===== src/rtl/bmp_master_rx.sv =====
// bmp_master_rx: master-side receiver for a BMP byte stream.
// Word 0 of a file carries the signature and the low half of the file size.
// The header region (HDR_BYTES, 14 beats) is decoded but never stored. Every
// payload beat after it goes to a word-addressed image memory with byte enables.
//
// Handshake: a beat transfers on a rising clk edge where mstr_data_valid[0]
// and mstr_ready are both high. mstr_data_valid[1] is the source id and is
// only meaningful with [0]. mstr_ready is combinational. It is high out of
// reset unless the image memory is full or the FSM sits in DONE, so ERROR
// still drains beats and then drops them. The producer must hold the beat
// stable until it transfers.
//
// Only a 32-bit beat (4 bytes) is supported. Byte k is data_in[8k+7:8k].
module bmp_master_rx #(
  parameter int DATA_BUS_SIZE = 32,
  parameter int ADDR_W        = 16,
  parameter int HDR_BYTES     = 56
) (
  input  logic                     clk,
  input  logic                     rst_n,
  input  logic [1:0]               mstr_data_valid,
  input  logic [DATA_BUS_SIZE-1:0] data_in,
  input  logic                     mstr_cmplt,
  output logic                     mstr_ready,
  input  logic                     mem_full,
  input  logic                     clr,
  output logic                     mem_wr,
  output logic [ADDR_W-1:0]        mem_addr,
  output logic [DATA_BUS_SIZE-1:0] mem_wdata,
  output logic [3:0]               mem_be,
  output logic [31:0]              file_size,
  output logic [31:0]              data_offset,
  output logic                     src_id,
  output logic [31:0]              bytes_rcvd,
  output logic                     rx_done,
  output logic                     err_sig,
  output logic                     err_len,
  output logic                     err_src,
  output logic [2:0]               fsm_state
);

  typedef enum logic [2:0] {
    S_IDLE    = 3'd0,
    S_HEADER  = 3'd1,
    S_PAYLOAD = 3'd2,
    S_DONE    = 3'd3,
    S_ERROR   = 3'd4
  } state_t;

  // Index of the last header beat; words 0..HDR_LAST form the header region.
  localparam int          HDR_LAST    = HDR_BYTES / 4 - 1;
  // Largest payload the image memory can hold, in bytes.
  localparam logic [32:0] MAX_PAYLOAD = 33'd4 << ADDR_W;

  state_t state_q, state_d;

  logic [3:0]        hdr_cnt;
  logic [ADDR_W-1:0] wr_ptr;

  // Combinational decode shared by the next-state and datapath logic.
  logic        accept;
  logic        beat_src;
  logic        src_bad;
  logic        in_file;
  logic        word0;
  logic        set_sig;
  logic        hdr_take;
  logic        hdr_last;
  logic        len_bad;
  logic        pay_last;
  logic        pay_final;
  logic        pay_take;
  logic        set_src;
  logic        set_len;
  logic [3:0]  be_d;
  logic [31:0] remaining;
  logic [32:0] payload_len;

  assign fsm_state = state_q;

  // Arithmetic on the captured header fields.
  assign remaining   = file_size - bytes_rcvd;
  assign payload_len = {1'b0, file_size} - 33'(HDR_BYTES);
  assign len_bad     = (file_size < 32'(HDR_BYTES + 1)) || (payload_len > MAX_PAYLOAD);
  assign pay_last    = (remaining <= 32'd4);
  assign hdr_last    = (hdr_cnt == 4'(HDR_LAST));

  // Byte enables for a payload beat: only the bytes still owed by the file.
  always_comb begin
    be_d = 4'b1111;
    if (remaining < 32'd4) begin
      case (remaining[1:0])
        2'd1:    be_d = 4'b0001;
        2'd2:    be_d = 4'b0011;
        2'd3:    be_d = 4'b0111;
        default: be_d = 4'b0000;
      endcase
    end
  end

  // State register; asynchronous reset aborts any file in flight.
  always_ff @(posedge clk or negedge rst_n) begin
    if (!rst_n) begin
      state_q <= S_IDLE;
    end else begin
      state_q <= state_d;
    end
  end

  // Next-state logic.
  always_comb begin
    state_d = state_q;
    case (state_q)
      S_IDLE: begin
        if (word0) begin
          state_d = set_sig ? S_ERROR : S_HEADER;
        end
      end
      S_HEADER: begin
        if (set_src || set_len) begin
          state_d = S_ERROR;
        end else if (hdr_take && hdr_last) begin
          state_d = S_PAYLOAD;
        end
      end
      S_PAYLOAD: begin
        // The final beat beats a simultaneous mstr_cmplt.
        if (pay_final) begin
          state_d = S_DONE;
        end else if (set_src || set_len) begin
          state_d = S_ERROR;
        end
      end
      S_DONE: begin
        state_d = S_IDLE;
      end
      S_ERROR: begin
        if (clr) begin
          state_d = S_IDLE;
        end
      end
      default: begin
        state_d = S_IDLE;
      end
    endcase
  end

  // Output decode: handshake and per-cycle action strobes.
  always_comb begin
    mstr_ready = rst_n && !mem_full && (state_q != S_DONE);
    accept     = mstr_data_valid[0] && mstr_ready;
    beat_src   = mstr_data_valid[1];
    src_bad    = (beat_src != src_id);
    in_file    = (state_q == S_HEADER) || (state_q == S_PAYLOAD);
    word0      = (state_q == S_IDLE) && accept;
    set_sig    = word0 && (data_in[15:0] != 16'h4D42);
    hdr_take   = (state_q == S_HEADER) && accept && !src_bad && !mstr_cmplt;
    pay_final  = (state_q == S_PAYLOAD) && accept && !src_bad && pay_last;
    pay_take   = (state_q == S_PAYLOAD) && accept && !src_bad && (!mstr_cmplt || pay_last);
    set_src    = in_file && accept && src_bad;
    set_len    = (in_file && mstr_cmplt && !pay_final) ||
                 (hdr_take && hdr_last && len_bad);
  end

  // Datapath: header capture, registered memory write, counters and sticky flags.
  always_ff @(posedge clk or negedge rst_n) begin
    if (!rst_n) begin
      mem_wr      <= 1'b0;
      mem_addr    <= '0;
      mem_wdata   <= '0;
      mem_be      <= 4'b0000;
      file_size   <= 32'd0;
      data_offset <= 32'd0;
      src_id      <= 1'b0;
      bytes_rcvd  <= 32'd0;
      rx_done     <= 1'b0;
      err_sig     <= 1'b0;
      err_len     <= 1'b0;
      err_src     <= 1'b0;
      hdr_cnt     <= 4'd0;
      wr_ptr      <= '0;
    end else begin
      mem_wr  <= 1'b0;
      rx_done <= pay_final;

      if (clr) begin
        err_sig <= 1'b0;
        err_len <= 1'b0;
        err_src <= 1'b0;
        if (state_q == S_ERROR) begin
          bytes_rcvd <= 32'd0;
        end
      end

      // A new offence in the same cycle as clr still gets recorded.
      if (set_sig) err_sig <= 1'b1;
      if (set_len) err_len <= 1'b1;
      if (set_src) err_src <= 1'b1;

      if (word0) begin
        src_id      <= beat_src;
        bytes_rcvd  <= 32'd4;
        file_size   <= {16'h0000, data_in[31:16]};
        data_offset <= 32'd0;
        hdr_cnt     <= 4'd1;
        wr_ptr      <= '0;
        mem_addr    <= '0;
      end

      if (hdr_take) begin
        bytes_rcvd <= bytes_rcvd + 32'd4;
        hdr_cnt    <= hdr_cnt + 4'd1;
        case (hdr_cnt)
          4'd1:    file_size[31:16]   <= data_in[15:0];
          4'd2:    data_offset[15:0]  <= data_in[31:16];
          4'd3:    data_offset[31:16] <= data_in[15:0];
          default: ;
        endcase
      end

      if (pay_take) begin
        mem_wr     <= 1'b1;
        mem_addr   <= wr_ptr;
        mem_wdata  <= data_in;
        mem_be     <= be_d;
        wr_ptr     <= wr_ptr + ADDR_W'(1);
        bytes_rcvd <= bytes_rcvd + 32'd4;
      end
    end
  end

endmodule


===== config.mk =====
export PLATFORM = sky130hd
export DESIGN_NAME = bmp_master_rx
export DESIGN_NICKNAME = d
export VERILOG_FILES = /design/src/rtl/bmp_master_rx.sv
export SDC_FILE = /design/constraint.sdc
export NUM_CORES = 1
export LEC_CHECK = 0
export CORE_MARGIN = 2
export CORE_UTILIZATION = 42
export CTS_BUF_LIST = sky130_fd_sc_hd__clkbuf_8
export CTS_CLUSTER_SIZE = 10
export DETAILED_ROUTE_END_ITERATION = 12
export PLACE_DENSITY_LB_ADDON = 0.2
export SYNTH_ARGS = -nofsm -noshare
export SYNTH_HDL_FRONTEND = slang
export SYNTH_SLANG_ARGS = --single-unit

===== constraint.sdc =====
create_clock -name clk -period 6.5 [get_ports clk]
set_input_delay 0.975 -clock clk [delete_from_list [all_inputs] [get_ports clk]]
set_output_delay 0.975 -clock clk [all_outputs]
set_load 0.01 [all_outputs]

After elaboration in Yosys (flattened, before gate mapping)
Cells that the tools add are included.
{"block": "word_totals", "mem_count": 0, "romBits": 0, "input_bits": 39, "register_bits": 177, "latchBits": 0, "ram_bits": 0, "word_cells": 111}
{"block": "classes", "shift": 0, "bitwise_logic": 0, "n_mux": 32, "div": 0, "eq_ne": 17, "reduce_logical": 37, "n_mul": 0, "n_lt_le_gt_ge": 4, "n_addsub": 5}
{"operator": "32-bit 2-to-1 mux", "count": 8}
{"operator": "16-bit 2-to-1 mux", "count": 7}
{"operator": "33-bit by 19-bit greater-than comparator with 1-bit output (second input constant)", "count": 1}
{"operator": "32-bit by 6-bit subtractor with 33-bit output (second input constant)", "count": 1}
{"operator": "32-bit by 3-bit adder with 32-bit output (second input constant)", "count": 1}
{"operator": "32-bit by 3-bit less-or-equal comparator with 1-bit output (second input constant)", "count": 1}
{"operator": "32-bit by 3-bit less-than comparator with 1-bit output (second input constant)", "count": 1}
{"operator": "32-bit by 6-bit less-than comparator with 1-bit output (second input constant)", "count": 1}
{"operator": "32-bit subtractor", "count": 1}
{"operator": "3-bit 2-to-1 mux", "count": 7}
{"operator": "1-bit logical AND", "count": 18}
{"operator": "16-bit by 1-bit adder with 16-bit output (second input constant)", "count": 1}
{"operator": "16-bit by 15-bit inequality test with 1-bit output (second input constant)", "count": 1}
{"operator": "4-bit 2-to-1 mux", "count": 3}
{"operator": "3-bit case mux with 4 select lines", "count": 1}
{"operator": "2-bit nonzero test", "count": 5}
{"operator": "3-bit case mux with 3 select lines", "count": 1}
{"operator": "4-bit by 2-bit equality test with 1-bit output (second input constant)", "count": 2}
{"operator": "4-bit nonzero test", "count": 2}
{"operator": "3-bit inequality test (second input constant)", "count": 2}
{"operator": "1-bit logical OR", "count": 5}
{"operator": "1-bit 2-to-1 mux", "count": 5}
{"operator": "4-bit by 1-bit adder with 4-bit output (second input constant)", "count": 1}
{"operator": "2-bit equality test (second input constant)", "count": 2}
{"operator": "13 further kinds", "count": 17}

Depth between registers and ports, before layout
{"block": "depth", "word_depth": 14, "mapped_depth": 16}

Worst setup path before layout
Ideal clock, no wire load.
{"block": "synth_path", "path_kind": "reg-to-reg", "startpoint": "register bytes_rcvd[21]", "endpoint": "register mem_wdata[0]", "stages_incl_launch_ff": 15, "t_required_ps": 6375, "slack_ps": 2768, "arrival_time_ps": 3607, "path_cell_list": "dfrtp_1 > clkbuf_1 > inv_1 > ha_1 > buf_2 > nand2_1 > or4_4 > o41ai_4 > nor2_1 > a2111o_1 > and3b_1 > nand4_2 > o21ai_4 > buf_6 > mux2_2"}
{"block": "synth_between", "elab_chain_cells": 4}
{"item": "from (decl)", "line_no": "34", "text": "output logic [31:0] bytes_rcvd,"}
{"item": "from (signal assigned)", "line_no": "211", "text": "bytes_rcvd <= bytes_rcvd + 32'd4;"}
{"item": "from (signal assigned)", "line_no": "227", "text": "bytes_rcvd <= bytes_rcvd + 32'd4;"}
{"item": "32-bit subtractor", "line_no": "82", "text": "assign remaining = file_size - bytes_rcvd;"}
{"item": "32-bit by 3-bit less-or-equal comparator with 1-bit output", "line_no": "85", "text": "assign pay_last = (remaining <= 32'd4);"}
{"item": "1-bit logical OR", "line_no": "159", "text": "pay_take = (state_q == S_PAYLOAD) && accept && !src_bad && (!mstr_cmplt || pay_last);"}
{"item": "1-bit logical AND", "line_no": "159"}
{"item": "to (signal assigned)", "line_no": "224", "text": "mem_wdata <= data_in;"}
{"item": "to (decl)", "line_no": "29", "text": "output logic [DATA_BUS_SIZE-1:0] mem_wdata,"}
No other way between the ends.
A chain may end at the register's enable or synchronous reset.

Worst setup path after layout
{"block": "layout_path", "startpoint": "register bytes_rcvd[10]", "endpoint": "register bytes_rcvd[5]"}
{"block": "layout_between", "elab_chain_cells": 6, "elab_cells_between_ends": 8, "cone_classes": "1 x add/sub; 1 x order compare; 1 x mux; 5 x reduce/logical"}
{"item": "32-bit subtractor *", "line_no": "82"}
{"item": "32-bit by 3-bit less-or-equal comparator with 1-bit output *", "line_no": "85"}
{"item": "1-bit logical OR *", "line_no": "159"}
{"item": "1-bit logical AND *", "line_no": "159"}
{"item": "4-bit nonzero test (no source line)"}
{"item": "2-bit AND reduction (no source line)"}
Every way passes the cells marked *; elsewhere a longest branch is shown, timed or not.

==> results.txt <==
Synth Instances: 1292
Post-cts resize count: 0
CP Capture Type: flop
Final Critical Period: 4790 ps
Clk_skew: 23.5 ps
Filler cells: 2473
Worst slew pin tran: 1050 ps
Sequential area share after synthesis: 39.8%
Pleak: 5.72 nW
Fmax: 0.209 GHz
Gr usage total: 25.5%
Yosys reg bits: 175
Status: completed
Largest net degree at the start of global routing: 70
Quantity of I/O buffers inserted on ports: 194
Main area contributors after synthesis: dfrtp_1 (40%), nand2_1 (8.1%), o21ai_0 (5.0%)
Top FF cell, synth: dfrtp_1
Slowest-stage cell, CP: ha_1
H-Tree Depth: 4
Routed wire length: 35600 um
Required time of the critical path: 6890 ps
Synthesized cell area: 11000 sq um
DR vias: 10500
Fin crit share: 73.7%
Final Max Tran Viols: 0
CTS tree: built
Worst-path fanout max: 21
Clk_lat worst skew: 470 ps
Distinct cells, synth: 86
Layout net count: 1525
CTS Buf Count: 17
Setup tns final: 0 ps
# diodes: 0
Final Setup Violations: 0
Die span in y: 166 um
1st-iter DRT viols: 886
Commonest non-fill, non-tap cell in the layout: nand2_1
Die ar.: 27500 sq um
HP Class: primary input to asynchronous set/reset pin
Worst-path clk slew: 100 ps
Yosys warning count: 0
Power, Total: 0.00470 W
Max incr delay on CP: 490 ps
I/O pins: 197
Final Core Density: 52.3%
First-pass GRT wire length: 56300 um
Pre-antenna DRT Iters: 5
Setup bufs post-CTS: 0
Root Buffer: clkbuf_8
Post-route DRC: 0
Initial Util: 42.5%
Die Width: 166 um
P&R area growth vs syn: 23.0%
Clk sink count: 175
Grt ovf: 0
Clk buf depth: 2
Final-report hold violation count: 0
Mean post-synth cell area: 8.53 sq um
Cts hold-fix bufs: 0
Most frequent cells in the layout: nand2_1 (238), clkdlybuf4s50_1 (193), dfrtp_1 (175)
Antenna-violating nets left: 0
Number of synthesized flops with an enable pin: 0
Initial antenna violation count: 0
Synth top area share: 39.8%
Relative slew slack: 30.2%
Post-synth ARST share: 100%
Total of max-cap violations: 0
CP Class: flop to flop
Final GP Congestion: 0.920
Final HPWL DP: 26900 um
CP arrival: 5180 ps
Vias in the first global route: 9908
Row cnt: 59
Share of cells above drive strength 1: 7.12%
PwrDens: 347 nW/um^2
Cell Chain, Critical Path: inv_1 -> ha_1 -> a21oi_1 -> o21ai_0 -> a21boi_1 -> a31oi_1 -> mux2_2 -> a211oi_1 -> nor3b_2 -> nand3_2 -> buf_4 -> nand2_1 -> mux2i_1
Routed WL per cell: 19.8 um
Vias/cell: 5.84
Area leader, netlist: dfrtp_1
RSZ-0062 raised after global routing: no
VDD IR max: 0.000228 V
Core area: 25900 sq um
Setup crit start kind: flop
-- cells by family after synthesis --
logic type | share of synthesized area [%]
buf+inv | 5.32
simple gates | 24.1
flops | 39.8
fa+ha+maj | 4.20
xor+xnor | 1.03
compound gates | 19.4
mux | 6.16
other cells | 0.0682
-- critical path, delay by kind of cell (launching register included) --
kind / cells / cell delay, ps
AOI/OAI and AO/OA: 5 / 1510
adders and majority gates: 1 / 490
buffers and inverters: 2 / 510
DFF: 1 / 480
muxes: 2 / 600
and+or+nand+nor: 3 / 1110
-- Yosys cell counts, drive strengths merged (14+ instances only) --
cell type and number:
a21oi 44, a22oi 15, a31oi 17, and2 17, and3 16, buf 28
clkbuf 40, dfrtp 175, ha 37, inv 66, mux2 38, mux2i 25
nand2 238, nand2b 14, nand3 39, nand4 33, nor2 73, nor3 34
nor4 22, o21ai 118, o22ai 14
-- final cells by class --
type | count | area [sq um] | share of cell area (%)
clock inverter | 14 | 176 | 1.30
inverter | 66 | 248 | 1.83
multi-input combinational | 985 | 6070 | 44.8
sequential | 175 | 4380 | 32.3
tap | 335 | 419 | 3.09
clock buffer | 17 | 234 | 1.73
timing repair buffer | 204 | 2030 | 15.0
-- registers in the layout (all words and copies together) (netlist names) --
signal and cells:
data_offset 32, file_size 32, mem_wdata 32, bytes_rcvd 30
mem_addr 16, wr_ptr 16, hdr_cnt 4, mem_be 4
fsm_state 3, err_len 1, err_sig 1, err_src 1
mem_wr 1, rx_done 1, src_id 1
-- report_power, final --
part	switching, W	total [W]	internal, W
clock	0.000464	0.000788	0.000324
combinational	0.00147	0.00252	0.00106
sequential	0.000207	0.00139	0.00119
total	0.00214	0.00470	0.00256
-- final timing paths --
| kind | startpoint | to | slack, ps | cells after the start |
|---|---|---|---|---|
| min in group clk | mem_wdata[4] | mem_wdata[4] | 500 | 1 |
| worst max-delay path | bytes_rcvd[10] | bytes_rcvd[5] | 1710 | 13 |
| worst max register to register | bytes_rcvd[10] | bytes_rcvd[5] | 1710 | 13 |
| worst min-delay path | rst_n | data_offset[8] | 470 | 1 |
| worst min register to register | mem_wdata[4] | mem_wdata[4] | 500 | 1 |
| max in group asynchronous | rst_n | file_size[10] | 4640 | 2 |
-- stage by stage --
step | worst slack (ps) | instance area, sq um | instances | hold slack [ps]
2_1_floorplan | 2770 | 11000 | 1294 | 494
3_3_place_gp | 1840 | 13100 | 1765 | 468
3_5_place_dp | 1830 | 13100 | 1765 | 476
4_1_cts | 1780 | 13600 | 1796 | 466
5_1_grt | 1300 | 13600 | 1796 | 486
6_report | 1710 | 13600 | 1796 | 468
-- routing by layer --
metal	part of all wire [%]	global-route usage, %	vias to the layer above
met5	0	0	-
met1	45	34.5	5089
met2	47	41.9	379
met3	6.6	5.41	50
met4	2.0	6.43	0
li1	-	-	4973
Note: power is estimated with default switching activity, not from simulation.
